[src/rtl/warp_fetch_scheduler_pkg.sv]
// Shared definitions for the warp fetch scheduler.
// Contents: FSM state encoding, default sizing (warp count, PC width, warp-id width).
package warp_fetch_scheduler_pkg;

  localparam int unsigned NUM_WARPS_DEF = 4;
  localparam int unsigned PC_WIDTH_DEF  = 8;
  localparam int unsigned WID_WIDTH_DEF = 2;

  typedef enum logic [1:0] {
    ST_IDLE,
    ST_RUN,
    ST_DONE
  } wfs_state_t;

endpackage

[src/rtl/warp_fetch_scheduler_if.sv]
// Fetch-side bus between the scheduler and the instruction fetch/decoder.
// master (scheduler): drives fetch_valid, fetch_warp, pc, global_pc; samples issue_ready.
// slave  (decoder)  : samples the fetch request; drives issue_ready.
interface warp_fetch_scheduler_if
  import warp_fetch_scheduler_pkg::*;
#(
  parameter int unsigned PC_WIDTH  = PC_WIDTH_DEF,
  parameter int unsigned WID_WIDTH = WID_WIDTH_DEF
);
  logic                 fetch_valid;
  logic                 issue_ready;
  logic [WID_WIDTH-1:0] fetch_warp;
  logic [PC_WIDTH-1:0]  pc;
  logic [PC_WIDTH-1:0]  global_pc;

  modport master (
    output fetch_valid,
    output fetch_warp,
    output pc,
    output global_pc,
    input  issue_ready
  );

  modport slave (
    input  fetch_valid,
    input  fetch_warp,
    input  pc,
    input  global_pc,
    output issue_ready
  );
endinterface

[src/rtl/warp_fetch_scheduler_picker.sv]
// Round-robin priority selector for warp fetch.
// Ports: req (eligible warp mask), ptr (round-robin start position),
//        grant_id (first requester at or after ptr, wrapping), grant_valid.
module rr_warp_picker
  import warp_fetch_scheduler_pkg::*;
#(
  parameter int unsigned NUM_WARPS = NUM_WARPS_DEF,
  parameter int unsigned WID_WIDTH = WID_WIDTH_DEF
) (
  input  logic [NUM_WARPS-1:0] req,
  input  logic [WID_WIDTH-1:0] ptr,
  output logic [WID_WIDTH-1:0] grant_id,
  output logic                 grant_valid
);

  // Two passes: first the slots at/above ptr, then the wrap-around from slot 0.
  always_comb begin
    grant_id    = '0;
    grant_valid = 1'b0;
    for (int unsigned i = 0; i < NUM_WARPS; i++) begin
      if (!grant_valid && req[i] && (i >= 32'(ptr))) begin
        grant_valid = 1'b1;
        grant_id    = WID_WIDTH'(i);
      end
    end
    for (int unsigned i = 0; i < NUM_WARPS; i++) begin
      if (!grant_valid && req[i]) begin
        grant_valid = 1'b1;
        grant_id    = WID_WIDTH'(i);
      end
    end
  end

endmodule

[src/rtl/warp_fetch_scheduler.sv]
// Warp fetch scheduler: holds one PC per warp, picks an eligible warp round-robin
// each free output slot and presents its PC to instruction fetch; also runs a
// global PC stream.
// Ports: clk, rst (sync, active-high); start/launch_mask/start_pc (kernel launch);
//        stall_mask (per-warp hold); branch_valid/branch_warp/branch_target (redirect);
//        halt_valid/halt_warp (retire); global_step (advance global_pc);
//        busy (in RUN), done (one-cycle completion pulse);
//        fetch (master bus: fetch_valid, fetch_warp, pc, global_pc, issue_ready).
module warp_fetch_scheduler
  import warp_fetch_scheduler_pkg::*;
#(
  parameter int unsigned NUM_WARPS = NUM_WARPS_DEF,
  parameter int unsigned PC_WIDTH  = PC_WIDTH_DEF,
  parameter int unsigned WID_WIDTH = WID_WIDTH_DEF
) (
  input  logic                 clk,
  input  logic                 rst,
  input  logic                 start,
  input  logic [NUM_WARPS-1:0] launch_mask,
  input  logic [PC_WIDTH-1:0]  start_pc,
  input  logic [NUM_WARPS-1:0] stall_mask,
  input  logic                 branch_valid,
  input  logic [WID_WIDTH-1:0] branch_warp,
  input  logic [PC_WIDTH-1:0]  branch_target,
  input  logic                 halt_valid,
  input  logic [WID_WIDTH-1:0] halt_warp,
  input  logic                 global_step,
  output logic                 busy,
  output logic                 done,
  warp_fetch_scheduler_if.master fetch
);

  wfs_state_t           state_q, state_d;
  logic [PC_WIDTH-1:0]  warp_pc_q [NUM_WARPS];
  logic [PC_WIDTH-1:0]  warp_pc_d [NUM_WARPS];
  logic [NUM_WARPS-1:0] active_q, active_d;
  logic [WID_WIDTH-1:0] rr_q;
  logic                 fv_q;
  logic [WID_WIDTH-1:0] fw_q;
  logic [PC_WIDTH-1:0]  pc_q;
  logic [PC_WIDTH-1:0]  gpc_q;

  logic                 run;
  logic                 accept;
  logic                 slot_free;
  logic                 halt_drop;
  logic [NUM_WARPS-1:0] eligible;
  logic [WID_WIDTH-1:0] win_id;
  logic                 win_valid;
  logic [WID_WIDTH-1:0] rr_next;

  assign fetch.fetch_valid = fv_q;
  assign fetch.fetch_warp  = fw_q;
  assign fetch.pc          = pc_q;
  assign fetch.global_pc   = gpc_q;

  assign run       = (state_q == ST_RUN);
  assign accept    = fv_q & fetch.issue_ready;
  assign slot_free = ~fv_q | fetch.issue_ready;
  assign halt_drop = halt_valid & active_q[halt_warp] & (halt_warp == fw_q);

  always_comb begin
    state_d = state_q;
    busy    = 1'b0;
    done    = 1'b0;
    case (state_q)
      ST_IDLE: if (start) state_d = ST_RUN;
      ST_RUN: begin
        busy = 1'b1;
        if ((active_q == '0) && !fv_q) state_d = ST_DONE;
      end
      ST_DONE: begin
        done    = 1'b1;
        state_d = ST_IDLE;
      end
      default: state_d = ST_IDLE;
    endcase
  end

  // warp_pc_d already carries this cycle's increment/branch, so a warp that is
  // accepted and immediately wins again is presented with its updated PC.
  // Branch is applied after the increment so it takes priority.
  always_comb begin
    warp_pc_d = warp_pc_q;
    active_d  = active_q;
    if (run) begin
      if (accept) warp_pc_d[fw_q] = pc_q + PC_WIDTH'(1);
      if (branch_valid && active_q[branch_warp]) warp_pc_d[branch_warp] = branch_target;
      if (halt_valid && active_q[halt_warp]) active_d[halt_warp] = 1'b0;
    end
  end

  // A warp halted this cycle is no longer a candidate.
  assign eligible = active_d & ~stall_mask;

  rr_warp_picker #(
    .NUM_WARPS (NUM_WARPS),
    .WID_WIDTH (WID_WIDTH)
  ) u_picker (
    .req         (eligible),
    .ptr         (rr_q),
    .grant_id    (win_id),
    .grant_valid (win_valid)
  );

  assign rr_next = (win_id == WID_WIDTH'(NUM_WARPS - 1)) ? '0 : win_id + WID_WIDTH'(1);

  always_ff @(posedge clk) begin
    if (rst) begin
      state_q  <= ST_IDLE;
      active_q <= '0;
      rr_q     <= '0;
      fv_q     <= 1'b0;
      fw_q     <= '0;
      pc_q     <= '0;
      gpc_q    <= '0;
      for (int unsigned i = 0; i < NUM_WARPS; i++) warp_pc_q[i] <= '0;
    end else begin
      state_q <= state_d;
      case (state_q)
        ST_IDLE: begin
          fv_q <= 1'b0;
          if (start) begin
            for (int unsigned i = 0; i < NUM_WARPS; i++) warp_pc_q[i] <= start_pc;
            gpc_q    <= start_pc;
            active_q <= launch_mask;
            rr_q     <= '0;
          end
        end
        ST_RUN: begin
          warp_pc_q <= warp_pc_d;
          active_q  <= active_d;
          if (global_step) gpc_q <= gpc_q + PC_WIDTH'(1);
          if (slot_free) begin
            if (win_valid) begin
              fv_q <= 1'b1;
              fw_q <= win_id;
              pc_q <= warp_pc_d[win_id];
              rr_q <= rr_next;
            end else begin
              fv_q <= 1'b0;
            end
          end else if (halt_drop) begin
            fv_q <= 1'b0;
          end
        end
        default: fv_q <= 1'b0;
      endcase
    end
  end

endmodule
[src/flat_wrapper.sv]
// flat-port wrapper written by rule: the top's interface ports become plain ports
module warp_fetch_scheduler_flat import warp_fetch_scheduler_pkg::*;
#(
  parameter int unsigned NUM_WARPS = NUM_WARPS_DEF,
  parameter int unsigned PC_WIDTH  = PC_WIDTH_DEF,
  parameter int unsigned WID_WIDTH = WID_WIDTH_DEF
)
  (clk, rst, start, launch_mask, start_pc, stall_mask, branch_valid, branch_warp, branch_target, halt_valid, halt_warp, global_step, busy, done, fetch_fetch_valid, fetch_fetch_warp, fetch_pc, fetch_global_pc, fetch_issue_ready);
  warp_fetch_scheduler_if #(.PC_WIDTH(PC_WIDTH), .WID_WIDTH(WID_WIDTH)) fetch_i ();
  input  logic clk;
  input  logic rst;
  input  logic start;
  input  logic [NUM_WARPS-1:0] launch_mask;
  input  logic [PC_WIDTH-1:0] start_pc;
  input  logic [NUM_WARPS-1:0] stall_mask;
  input  logic branch_valid;
  input  logic [WID_WIDTH-1:0] branch_warp;
  input  logic [PC_WIDTH-1:0] branch_target;
  input  logic halt_valid;
  input  logic [WID_WIDTH-1:0] halt_warp;
  input  logic global_step;
  output logic busy;
  output logic done;
  output wire logic [$bits(fetch_i.fetch_valid)-1:0] fetch_fetch_valid;
  output wire logic [$bits(fetch_i.fetch_warp)-1:0] fetch_fetch_warp;
  output wire logic [$bits(fetch_i.pc)-1:0] fetch_pc;
  output wire logic [$bits(fetch_i.global_pc)-1:0] fetch_global_pc;
  input wire logic [$bits(fetch_i.issue_ready)-1:0] fetch_issue_ready;
  assign fetch_fetch_valid = fetch_i.fetch_valid;
  assign fetch_fetch_warp = fetch_i.fetch_warp;
  assign fetch_pc = fetch_i.pc;
  assign fetch_global_pc = fetch_i.global_pc;
  assign fetch_i.issue_ready = fetch_issue_ready;
  warp_fetch_scheduler #(.NUM_WARPS(NUM_WARPS), .PC_WIDTH(PC_WIDTH), .WID_WIDTH(WID_WIDTH)) u_core (.clk(clk), .rst(rst), .start(start), .launch_mask(launch_mask), .start_pc(start_pc), .stall_mask(stall_mask), .branch_valid(branch_valid), .branch_warp(branch_warp), .branch_target(branch_target), .halt_valid(halt_valid), .halt_warp(halt_warp), .global_step(global_step), .busy(busy), .done(done), .fetch(fetch_i));
endmodule
[config.mk]
export PLATFORM = sky130hd
export DESIGN_NAME = warp_fetch_scheduler_flat
export DESIGN_NICKNAME = d
export VERILOG_FILES = /design/src/rtl/warp_fetch_scheduler_pkg.sv /design/src/rtl/warp_fetch_scheduler_if.sv /design/src/rtl/warp_fetch_scheduler_picker.sv /design/src/rtl/warp_fetch_scheduler.sv /design/src/flat_wrapper.sv
export SDC_FILE = /design/constraint.sdc
export NUM_CORES = 1
export LEC_CHECK = 0
export CAP_MARGIN = 10
export CELL_PAD_IN_SITES_DETAIL_PLACEMENT = 2
export CELL_PAD_IN_SITES_GLOBAL_PLACEMENT = 2
export CORE_MARGIN = 8
export CORE_UTILIZATION = 28
export DETAILED_ROUTE_END_ITERATION = 16
export GPL_ROUTABILITY_DRIVEN = 0
export PLACE_DENSITY_LB_ADDON = 0.1
export SYNTH_ARGS = -nofsm -noshare
export SYNTH_HDL_FRONTEND = slang
export SYNTH_SLANG_ARGS = --single-unit
[constraint.sdc]
create_clock -name clk -period 2.65 [get_ports clk]
set_input_delay 0.6625 -clock clk [delete_from_list [all_inputs] [get_ports clk]]
set_output_delay 0.6625 -clock clk [all_outputs]
set_load 0.01 [all_outputs]
Word-level counts from Yosys, hierarchy flattened
Cells that the tools add are included.

storage, ports and cells
  flip-flop bits (word level) = 59

operators by class
  add/subtract/negate cells = 3
  $lt $le $gt $ge = 11
  eq/ne operators = 9
  mux-type cells = 56
  bitwise operators = 13
  reductions and logical operators = 34

operators with widths
  kind                   number
  $mux W32               5
  $bwmux W32             2
  $pmux W32 S2           1
  $mux W8                6
  $demux W8 S2           2
  $mux W2                12
  $mux W1                17
  $add A8 B1 Y8 const B  2
  $bmux W8 S2            1
  $logic_and A1 B1 Y1    16
  $pmux W8 S2            1
  $mux W4                3
  $ne A2 B2 Y1 const B   5
  $ge A3 B3 Y1 const B   3
  $not A2 Y3             3
  $and A4 B4 Y4          2
  $logic_not A1 Y1       8
  $not A4 Y4             2
  $pmux W2 S2            2
  $pmux W4 S2            1
  $lt A2 B3 Y1 const B   2
  $lt A3 B1 Y1 const B   2
  $reduce_and A3 Y1      2
  $bmux W1 S2            2
  other kinds (17)       24

Longest topological paths before layout
  word-level depth = 39
  gate-level depth with buffers = 11

Cells and area by module
From an unflattened synthesis, not the netlist that was laid out.

unflattened totals
  cell total of the unflattened synthesis = 587
  area total of the unflattened synthesis = 4176.5 um^2

modules (own cells, without submodules)
  module                times used  cells an instance  area an instance (um^2)
  warp_fetch_scheduler  1           575                4102.7
  rr_warp_picker        1           12                 73.8

Worst setup path after synthesis
OpenSTA, ideal clock, no wires.

  path kind = input-to-reg
  start = in halt_warp[1]
  end = reg u_core.rr_q[0]
  data arrival time = 2536 ps
  required time = 2580 ps
  setup slack = 44 ps
  cell stages on the path = 10
  path through = buf_6 > and3b_2 > a21boi_2 > a2bb2oi_1 > o211ai_4 > buf_6 > inv_2 > ha_1 > or4_1 > a21oi_1

between the ends
  word-level cells in the longest chain between the ends = 39
  elaborated cells on any way between the ends = 53

RTL lines
  item                                                                       line                               text
  start: declaration                                                         flat_wrapper.sv:20                 input logic [WID_WIDTH-1:0] halt_warp;
  $lt A2 B3 Y1 (implied by the code) / $ge A2 B1 Y1 (equally long branches)  warp_fetch_scheduler.sv:89         if (halt_valid && active_q[halt_warp]) active_d[halt_warp] = 1'b0;
  $logic_and A1 B1 Y1 (implied by the code)                                  warp_fetch_scheduler.sv:89
  $mux W1 (implied by the code)                                              warp_fetch_scheduler.sv:89
  $demux W1 S2                                                               -
  $not A4 Y4 (no source line)                                                -
  $and A4 B4 Y4 (no source line)                                             -
  $mux W4 (*)                                                                warp_fetch_scheduler.sv:89
  $mux W4 (*)                                                                warp_fetch_scheduler.sv:86         if (run) begin
  [... 23 more ...]                                                          -
  $logic_not A1 Y1                                                           warp_fetch_scheduler_picker.sv:27  if (!grant_valid && req[i]) begin
  $logic_and A1 B1 Y1                                                        warp_fetch_scheduler_picker.sv:27
  $mux W2                                                                    warp_fetch_scheduler_picker.sv:27
  $add A2 B1 Y2 / $eq A2 B2 Y1 (equally long branches)                       warp_fetch_scheduler.sv:106        assign rr_next = (win_id == WID_WIDTH'(NUM_WARPS - 1)) ? '0 : win_id + WID_WIDTH'(1);
  $mux W2                                                                    warp_fetch_scheduler.sv:106
  $mux W2                                                                    warp_fetch_scheduler.sv:135        if (win_valid) begin
  $mux W2                                                                    warp_fetch_scheduler.sv:134        if (slot_free) begin
  $pmux W2 S2                                                                warp_fetch_scheduler.sv:120        case (state_q)
  end signal: assignment                                                     warp_fetch_scheduler.sv:139        rr_q <= rr_next;
  end: declaration                                                           warp_fetch_scheduler.sv:37         logic [WID_WIDTH-1:0] rr_q;

Mark *: on every way between the ends. The rest lies on a longest branch, timed or not. The select of a mux whose other input is x is not followed.
A chain may end at the register's enable or synchronous reset.

Final worst setup path
  start = in halt_warp[0]
  end = reg u_core.pc_q[1], in the netlist u_core.fetch.pc[1]

between the ends
  word-level cells in the longest chain between the ends = 38
  elaborated cells on any way between the ends = 50

RTL lines
  item                                                                       line                               text
  $lt A2 B3 Y1 (implied by the code) / $ge A2 B1 Y1 (equally long branches)  warp_fetch_scheduler.sv:89
  $logic_and A1 B1 Y1 (implied by the code)                                  warp_fetch_scheduler.sv:89
  $mux W1 (implied by the code)                                              warp_fetch_scheduler.sv:89
  $demux W1 S2                                                               -
  $not A4 Y4 (no source line)                                                -
  $and A4 B4 Y4 (no source line)                                             -
  $mux W4 (*)                                                                warp_fetch_scheduler.sv:89
  $mux W4 (*)                                                                warp_fetch_scheduler.sv:86
  [... 21 more ...]                                                          -
  $logic_and A1 B1 Y1                                                        warp_fetch_scheduler_picker.sv:27
  $mux W1                                                                    warp_fetch_scheduler_picker.sv:27
  $logic_not A1 Y1                                                           warp_fetch_scheduler_picker.sv:27
  $logic_and A1 B1 Y1                                                        warp_fetch_scheduler_picker.sv:27
  $mux W2                                                                    warp_fetch_scheduler_picker.sv:27
  $not A2 Y3 (implied by the code)                                           warp_fetch_scheduler.sv:138        pc_q <= warp_pc_d[win_id];
  $bmux W8 S2                                                                warp_fetch_scheduler.sv:138
  $mux W8 (implied by the code) (2 in a row)                                 warp_fetch_scheduler.sv:138
  end signal: assignment                                                     warp_fetch_scheduler.sv:138
  end: declaration                                                           warp_fetch_scheduler.sv:40         logic [PC_WIDTH-1:0] pc_q;

Marks and branches as above.

==> impl_metrics.csv <==
group,metric,value,unit
cts,clockBufferDepth,2,
place,placed_cell_area,0.00514,mm²
place,hpwl,13.0,mm
setup_path,worstPathRequired,2.87,ns
floorplanning,fp-row-count,43,
outcome,status,"finished clean",
cts,postCtsHoldBufs,0,
setup_path,critPathKind,"in2reg",
setup_path,arrival,2.80,ns
global_routing,grt.overflow.total,0,
logic_synthesis,yosys_most_used_dff,"dfxtp_1",
cts,cts_root_buf,"clkbuf_16",
logic_synthesis,yosys.area.top_type,"dfxtp_1",
cts,clkTransAtPathRegs,0.05,ns
finish,antennaDiodeCount,0,
job,cap_violations,0,
sta,post-route-min-period,2.59,ns
setup_path,r2r-end,"u_core.fetch.pc[5]",
drt,firstDrtPassIters,4,
logic_synthesis,synth_edf_count,0,
setup_path,r2r_cells,7,
sta,hold_viol,0,
logic_synthesis,synth_warnings,0,
pwr,total_power,2.94,mW
drt,drt-total-wl,17.2,mm
cts,tritoncts,"yes",
drt,wl_per_cell,20.9,µm
logic_synthesis,synth_top_family_by_area,"compound AO/OA/AOI/OAI gates",
cts,cts_sinks,59,
drt,vias,4450,
logic_synthesis,syn_area,0.00393,mm²
floorplanning,io_pins,56,
finish,fin_nets,676,
floorplanning,core_area,0.0138,mm²
logic_synthesis,yosys.area_share.xor_xnor,0.0112,
drt,drtIter0Drc,169,
sta,max_freq,387,MHz
floorplanning,die_y,134,µm
floorplanning,dieArea,0.0181,mm²
global_routing,grt_first_pass_wirelength,27.1,mm
finish,layout_common_cells,"nor2_1, buf_4, nand2_1",
global_routing,track_usage,0.192,
logic_synthesis,synth-compound-area-share,0.300,
pwr,cellLeakagePower,2.19,nW
cts,cts_buffers,9,
floorplanning,fp.dieW,134,µm
sta,slew_viol_final,0,
pwr,ir_drop,0.341,mV
logic_synthesis,synth_seq_area_share,0.301,
sta,worst_slew_pin_slew,0.576,ns
logic_synthesis,ys_top_cells_by_area,"dfxtp_1, nor2_1, a21oi_1",
finish,area_delta_synth_final,40.8,%
logic_synthesis,synth_simple_gate_area_frac,0.257,
logic_synthesis,syn_area_per_cell,7.41,µm²
place,place_inst,804,
worst_hold_path,whs_endpoint,"u_core.warp_pc_q[10]",
sta,fin_skew,0.00732,ns
finish,final_cells,822,
worst_hold_path,hp-start,"u_core.warp_pc_q[10]",
finish,fin_area,0.00553,mm²
global_routing,grt_max_degree,34,
cts,htree_levels,3,
setup_path,start_kind,"primary input",
sta,fin_ws,0.0647,ns
logic_synthesis,yosys.area_share.adder,0.00956,
finish,drive_gt1_frac,0.204,
drt,via_per_inst,5.41,
global_routing,antenna_found_initial,0,
setup_path,cp_max_fo,6,
pwr,p_per_area,531,mW/mm²
logic_synthesis,ys_seq_elements,59,
global_routing,grt_pass1_vias,4824,
logic_synthesis,async_flop_share,0,
logic_synthesis,netlist.area_leader.share,0.301,
setup_path,end_kind,"flip-flop",
drt,ant_nets,0,
logic_synthesis,synth_mux_area_frac,0.0634,
logic_synthesis,synth_nets,568,
sta,slew_headroom,0.612,
place,io_buffers,55,
place,dp_slack,-0.569,ns
worst_hold_path,hp-class,"reg2reg",
floorplanning,start_util,0.285,
drt,drc,0,
cts,clk_latency,0.34,ns
worst_hold_path,min_path_cells,2,
logic_synthesis,ys_types,63,
logic_synthesis,synthCells,530,
setup_path,r2r_start,"u_core.fetch.fetch_warp[0]",
setup_path,ff2ff_setup_slack,0.28,ns
sta,setup_viol,0,
sta,holdWs,0.458,ns
sta,min_period_over_period,0.976,
## flip-flops by register name (all words and copies together) (netlist names)
signal,cells
u_core.warp_pc_q,32
u_core.fetch.global_pc,8
u_core.fetch.pc,8
u_core.active_q,4
u_core.fetch.fetch_warp,2
u_core.rr_q,2
u_core.state_q,2
u_core.fetch.fetch_valid,1
## per-layer routing
metal	global-route usage	wire (µm)	vias to the layer above
met5	0	0	-
met4	0.0518	212	0
met3	0.0363	430	15
met2	0.332	8510	61
met1	0.238	8010	2209
li1	-	-	2165
## synthesized netlist by cell type (4+ instances only)
cell type,number
a211oi_1,4
o211ai_1,9
dfxtp_1,59
inv_1,6
a21oi_1,50
nand3b_1,5
a31oi_1,5
nor3_1,8
mux4_1,5
clkbuf_1,34
nand2_1,63
nor2_1,82
o22ai_1,10
o21ai_0,46
o211a_1,4
a211o_1,9
a311oi_1,8
mux2i_1,8
a22oi_1,17
nor2b_1,5
nand4_1,11
nand3_1,11
## cell families after synthesis
kind of cell	after synthesis
DFF	59
AOI/OAI and AO/OA	182
and+or+nand+nor	213
muxes	16
buffers and inverters	52
adders and majority gates	3
xor gates and xnor gates	5
## per-stage QoR
step	utilization	TNS, ns
global route	0.402	-0.0100
detailed placement	0.373	-7.03
finish	0.402	0
global placement	0.373	-5.15
floorplan	-	0
CTS	0.397	0
## critical path, stage by stage
cell	delay, ns
dlygate4sd2_1	0.27
or3b_4	0.43
o211a_1	0.23
a32oi_2	0.20
o211ai_4	0.13
buf_12	0.16
buf_6	0.11
mux2_4	0.29
a211oi_2	0.21
o21ai_1	0.09
## worst max-delay path by stage
stage	start	to	slack, ns	cells past startpoint
3_3_place_gp	halt_warp[0]	u_core.fetch.pc[1]	-0.47	9
2_1_floorplan	halt_warp[1]	u_core.rr_q[0]	0.04	10
6_report	halt_warp[0]	u_core.fetch.pc[1]	0.06	10
3_5_place_dp	halt_warp[0]	u_core.fetch.pc[1]	-0.57	9
4_1_cts	stall_mask[0]	u_core.rr_q[0]	0.02	9
5_1_grt	stall_mask[2]	u_core.fetch.pc[6]	-0.005	10
## power breakdown
part	switching, mW	total [mW]	internal [mW]	leakage, nW
clock	0.415	1.17	0.753	0.151
combinational	0.386	0.736	0.349	1.55
sequential	0.0652	1.03	0.968	0.485
total	0.866	2.94	2.07	2.19
## timing repair
action	4_1_cts	5_1_grt
buffers inserted	2	1
endpoints found under the setup margin	9	9
gates resized for setup	9	12
pin swaps	7	2
## area by class of cell
| type | instances | area [µm²] |
|---|---|---|
| fillers | 1633 | 8240 |
| flip-flops and latches | 59 | 1180 |
| clock inverters | 1 | 5.00 |
| well taps | 180 | 225 |
| repair buffers | 141 | 1220 |
| multi-input cells | 419 | 2570 |
| clock buffers | 14 | 294 |
| inverters | 8 | 30.0 |
Note: power is estimated with default switching activity, not from simulation.
